## config.mk

```make
export PLATFORM = sky130hd
export DESIGN_NAME = romix_seq_ctrl
export DESIGN_NICKNAME = d
export VERILOG_FILES = /design/src/rtl/romix_seq_ctrl.sv
export SDC_FILE = /design/constraint.sdc
export NUM_CORES = 1
export LEC_CHECK = 0
export ABC_AREA = 0
export BUFFER_PORTS_ARGS = -buffer_cell sky130_fd_sc_hd__buf_4
export CORE_UTILIZATION = 44
export CTS_CLUSTER_SIZE = 28
export DETAILED_ROUTE_END_ITERATION = 7
export GPL_ROUTABILITY_DRIVEN = 0
export GPL_TIMING_DRIVEN = 0
export HOLD_SLACK_MARGIN = 0.12
export PLACE_DENSITY = 0.73
export SETUP_SLACK_MARGIN = 0.2
export SLEW_MARGIN = 0
export SYNTH_ARGS = -nofsm -noshare
export SYNTH_HDL_FRONTEND = slang
export SYNTH_SLANG_ARGS = --single-unit
```

## constraint.sdc

```tcl
create_clock -name clk -period 1.53 [get_ports clk]
set_input_delay 0.2295 -clock clk [delete_from_list [all_inputs] [get_ports clk]]
set_output_delay 0.2295 -clock clk [all_outputs]
set_load 0.05 [all_outputs]
```

## src/rtl/romix_seq_ctrl.sv

```systemverilog
// ROMix sequencing controller.
// Runs the two scrypt ROMix phases over an external iteration counter:
//   write phase: for each i, store X into V[i] and launch BlockMix(X)
//   read phase : for each i, fetch V[j] and launch BlockMix(X xor V[j])
// The counter itself lives outside this block; it only sees cnt_en pulses.
// All strobes except cnt_en come straight from flops that hold the decode
// of the state being entered. cnt_en is a registered wait flag gated by
// mix_done, so it fires in the same cycle as the BlockMix completion.
module romix_seq_ctrl #(
    parameter int ADDR_W = 5
) (
    input  logic              clk,
    input  logic              RST,
    input  logic              start,
    input  logic [ADDR_W-1:0] cnt,
    input  logic [ADDR_W-1:0] j_idx,
    input  logic              mix_done,
    output logic              cnt_en,
    output logic              mix_start,
    output logic              mix_xor,
    output logic              mem_we,
    output logic              mem_re,
    output logic [ADDR_W-1:0] mem_addr,
    output logic              busy,
    output logic              done,
    output logic              err
);

    typedef enum logic [2:0] {
        IDLE    = 3'd0,
        W_ISSUE = 3'd1,
        W_WAIT  = 3'd2,
        R_READ  = 3'd3,
        R_ISSUE = 3'd4,
        R_WAIT  = 3'd5,
        FIN     = 3'd6
    } state_t;

    // Per-state output image; registered alongside the state so that every
    // strobe is a flop output.
    typedef struct packed {
        logic ms;      // mix_start
        logic we;      // mem_we
        logic re;      // mem_re
        logic xr;      // mix_xor
        logic wt;      // waiting for mix_done (qualifies cnt_en)
        logic bsy;     // busy
        logic dn;      // done
        logic wsel;    // mem_addr follows cnt
        logic rsel;    // mem_addr follows j_idx
    } strobes_t;

    // Last iteration index; the counter is compared before it increments.
    localparam logic [ADDR_W-1:0] LAST_IDX = {ADDR_W{1'b1}};

    state_t   state_r;
    state_t   next_s;
    strobes_t out_r;
    logic     err_r;
    logic     reject_s;

    // Map a state to the strobe pattern it drives while it is current.
    function automatic strobes_t decode_state(input state_t s);
        strobes_t o;
        o = '0;
        case (s)
            IDLE: begin
                o = '0;
            end
            W_ISSUE: begin
                o.ms   = 1'b1;
                o.we   = 1'b1;
                o.wsel = 1'b1;
                o.bsy  = 1'b1;
            end
            W_WAIT: begin
                o.wt  = 1'b1;
                o.bsy = 1'b1;
            end
            R_READ: begin
                o.re   = 1'b1;
                o.rsel = 1'b1;
                o.bsy  = 1'b1;
            end
            R_ISSUE: begin
                o.ms  = 1'b1;
                o.xr  = 1'b1;
                o.bsy = 1'b1;
            end
            R_WAIT: begin
                o.wt  = 1'b1;
                o.xr  = 1'b1;
                o.bsy = 1'b1;
            end
            FIN: begin
                o.dn  = 1'b1;
                o.bsy = 1'b1;
            end
            default: begin
                o = '0;
            end
        endcase
        return o;
    endfunction

    // Next-state selection; a start is only honoured when the counter is at zero.
    always_comb begin
        next_s   = state_r;
        reject_s = 1'b0;
        case (state_r)
            IDLE: begin
                if (start && (cnt == '0)) begin
                    next_s = W_ISSUE;
                end else if (start) begin
                    reject_s = 1'b1;
                end else begin
                    next_s = IDLE;
                end
            end
            W_ISSUE: begin
                next_s = W_WAIT;
            end
            W_WAIT: begin
                if (mix_done && (cnt == LAST_IDX)) begin
                    next_s = R_READ;
                end else if (mix_done) begin
                    next_s = W_ISSUE;
                end else begin
                    next_s = W_WAIT;
                end
            end
            R_READ: begin
                next_s = R_ISSUE;
            end
            R_ISSUE: begin
                next_s = R_WAIT;
            end
            R_WAIT: begin
                if (mix_done && (cnt == LAST_IDX)) begin
                    next_s = FIN;
                end else if (mix_done) begin
                    next_s = R_READ;
                end else begin
                    next_s = R_WAIT;
                end
            end
            FIN: begin
                next_s = IDLE;
            end
            default: begin
                next_s = IDLE;
            end
        endcase
    end

    // State register plus the registered strobe image of the state being entered.
    always_ff @(posedge clk or posedge RST) begin
        if (RST) begin
            state_r <= IDLE;
            out_r   <= '0;
            err_r   <= 1'b0;
        end else begin
            state_r <= next_s;
            out_r   <= decode_state(next_s);
            err_r   <= reject_s;
        end
    end

    // Scratchpad address: counter while writing, j_idx while reading, else zero.
    always_comb begin
        mem_addr = '0;
        if (out_r.wsel) begin
            mem_addr = cnt;
        end else if (out_r.rsel) begin
            mem_addr = j_idx;
        end else begin
            mem_addr = '0;
        end
    end

    assign cnt_en    = out_r.wt & mix_done;
    assign mix_start = out_r.ms;
    assign mix_xor   = out_r.xr;
    assign mem_we    = out_r.we;
    assign mem_re    = out_r.re;
    assign busy      = out_r.bsy;
    assign done      = out_r.dn;
    assign err       = err_r;

endmodule

```

==> results by group <==
STA
  – Setup Skew: 0.00187 ns
  – RSZ-0062 raised after global routing: yes
  – Slew Limit Fails: 0
  – Final min period: 1.48 ns
  – Final number of setup-violating endpoints: 0
  – Relative slew slack: 71.8%
  – Setup TNS: 0 ns
  – Worst-Margin Slew: 0.423 ns
  – Fin crit share: 97.0%
  – Maximum clock frequency: 674 MHz
  – Final hold viol count: 0
  – Worst hold slack: 0.247 ns

Synth
  – Synth Warn #: 0
  – Post-synthesis mux area share: 0%
  – Post-Synthesis Cells: 64
  – Sequential fraction of the synthesis area: 45.0%
  – Synthesized area: 612 µm²
  – Synth async-reset ratio: 100%
  – Ys flop type: dfrtp_1
  – Synth Net Count: 78
  – Avg Inst Size Synth: 9.56 µm²
  – Post-synthesis compound-gate area fraction: 22.5%
  – Netlist cell types: 28
  – #FFs+latches synth: 11
  – Synth Area in Simple Gates: 26.0%
  – Synth Area in Adders: 0%
  – Number of flops mapped to enable cells by yosys: 0
  – Synth Area in XOR/XNOR: 1.43%
  – Largest family of logic cells by synthesized area: simple AND/OR/NAND/NOR gates

Routing
  – Detailed-route DRC error count: 0
  – DR pass1 iterations: 4
  – DRT iter0 DRCs: 13
  – ANT nets after route: 0
  – Final WL: 1400 µm
  – Via density: 5.24
  – Routed len/inst: 12.0 µm
  – Routed vias: 608

Final layout
  – Number of diodes: 0
  – NumNets Final: 116
  – Most common cell after layout, fill and taps aside: buf_4
  – Non-filler cells, final: 116
  – Most frequent cells in the layout: buf_4 (26), dfrtp_1 (9), nand2_1 (8), buf_6 (6), nor2_1 (6)
  – Layout cells sized above 1: 52.5%
  – Synthesis-to-finish area growth: 61.1%

Pwr
  – P_int: 0.000948 W
  – Clock share of power: 11.6%
  – Switching share of power: 43.8%
  – VDD IR max: 0.000989 V
  – Combinational power share: 62.0%
  – Sequential fraction of design power: 26.4%
  – Lkg Pwr: 0.492 nW
  – Power Dens Cells: 1710 nW/µm²
  – NetSw: 0.000738 W

Die
  – Die area: 1540 µm²
  – Die Wd: 39.3 µm
  – Total core area: 1300 µm²
  – Die Y: 39.3 µm
  – Ports: 27
  – Cell Rows: 13
  – Starting density of the core: 47.0%

Run
  – Max_cap viols: 0

Global routing
  – Tot GR Track Use: 20.9%
  – First-pass GRT wire length: 2050 µm
  – Total grt overflow: 0
  – Vias in the first global route: 471
  – Largest net degree at the start of global routing: 12
  – Antenna violations before repair: 0

CTS
  – Sink Count: 11
  – Total CTS buffers: 3
  – Clk slew on worst S/H paths: 0.07 ns
  – Clock Path Buffers: 2
  – Clock Latency Late Sink: 0.27 ns
  – CTS tree: built
  – H-tree depth: 1
  – Root Driver: clkbuf_4

Setup path
  – Crit-path cells: nor2b_4, a22o_2, buf_6
  – Critical Path End Type: primary output
  – Worst setup path class: flip-flop to primary output
  – Crit path max fanout: 6
  – CP Data Arrival Time: 1.25 ns
  – Critical path required time: 1.30 ns
  – CP max-delay cell: dfrtp_2
  – Crit-path max cell delay: 0.47 ns
  – Startpoint Class: flip-flop

Placed design
  – HPWL Detailed: 936 µm
  – # port buffers: 26
  – Cells after DPL: 105

Min path
  – Hold crit path type: input port to flip-flop

Outcome
  – Status: finished, final reports clean
-- per-stage QoR --
stage	worst slack, ns	util, %	total power (W)	area [µm²]
after global placement	0.0391	64.9	0.00132	845
after detailed placement	0.0443	64.9	0.00133	845
after floorplan	0.126	-	0.00111	631
after CTS	0.0504	74.2	0.00165	966
final	0.0460	75.8	0.00169	986
after global routing	0.00650	75.8	0.00180	986
-- power by group through the flow --
stage	registers, W	clock network [W]	logic [W]
after floorplan	0.000626	0	0.000485
after global placement	0.000444	0	0.000878
after detailed placement	0.000445	0	0.000880
after CTS	0.000444	0.000199	0.00101
after global routing	0.000456	0.000221	0.00112
final	0.000445	0.000196	0.00104
-- Yosys cell counts, types with 2 or more instances --
master / n / area [µm²]
dfrtp_1: 11 / 275
inv_1: 3 / 11.3
nand2b_1: 2 / 12.5
nor2b_1: 2 / 12.5
nand2_1: 8 / 30.0
o21ai_0: 4 / 20.0
a21oi_1: 3 / 15.0
a22o_1: 6 / 52.6
nor2_1: 6 / 22.5
-- worst max-delay path, delay by kind of cell (launching register included) --
family | cells | cell delay (ns)
AOI/OAI and AO/OA | 1 | 0.16
DFF | 1 | 0.47
and+or+nand+nor | 1 | 0.19
buffers and inverters | 1 | 0.15
-- flip-flops by register name, indices dropped and copies added (netlist names) --
name	cells
out_r	3
mix_xor	1
mix_start	1
busy	1
err	1
state_r	3
done	1
-- path summary, 6_finish.rpt --
path	depth (start not counted)	slack, ns	endpoint	startpoint
max	3	0.05	mem_addr[1]	out_r[1]
min	3	0.25	err	cnt[0]
max reg2reg	5	0.08	out_r[1]	state_r[2]
min reg2reg	2	0.63	mix_start	state_r[0]
max in group asynchronous	3	0.70	out_r[0]	RST
min in group asynchronous	3	0.51	state_r[0]	RST
-- metal layers --
| layer | up-vias | wire, µm | GRT usage (%) |
|---|---|---|---|
| li1 | 304 | - | - |
| met1 | 285 | 641 | 28.0 |
| met2 | 17 | 667 | 28.7 |
| met3 | 2 | 60 | 8.52 |
| met4 | 0 | 25 | 10.3 |
| met5 | - | 0 | 0 |
-- layout make-up --
cell class,count,area [µm²]
multi-input cells,47,344
fillers,99,315
flip-flops and latches,11,278
plain buffers,3,27.5
clock buffers,4,26.3
repair buffers,33,280
inverters,3,11.3
well taps,15,18.8
-- cells by family after synthesis --
family,after synthesis
AO/OA/AOI/OAI,19
XOR/XNOR,1
buffers and inverters,6
flip-flops,11
AND/OR/NAND/NOR,27
-- timing repair --
| action | CTS | global route |
|---|---|---|
| endpoints found under the setup margin | 8 | 13 |
| pin swaps | 2 | 1 |
| setup buffers | 6 | 0 |
| resized for setup | 10 | 8 |
| endpoints found under the hold margin | 11 | 0 |
| hold buffers | 1 | 0 |
No activity file was read; power rests on OpenSTA's default activity.
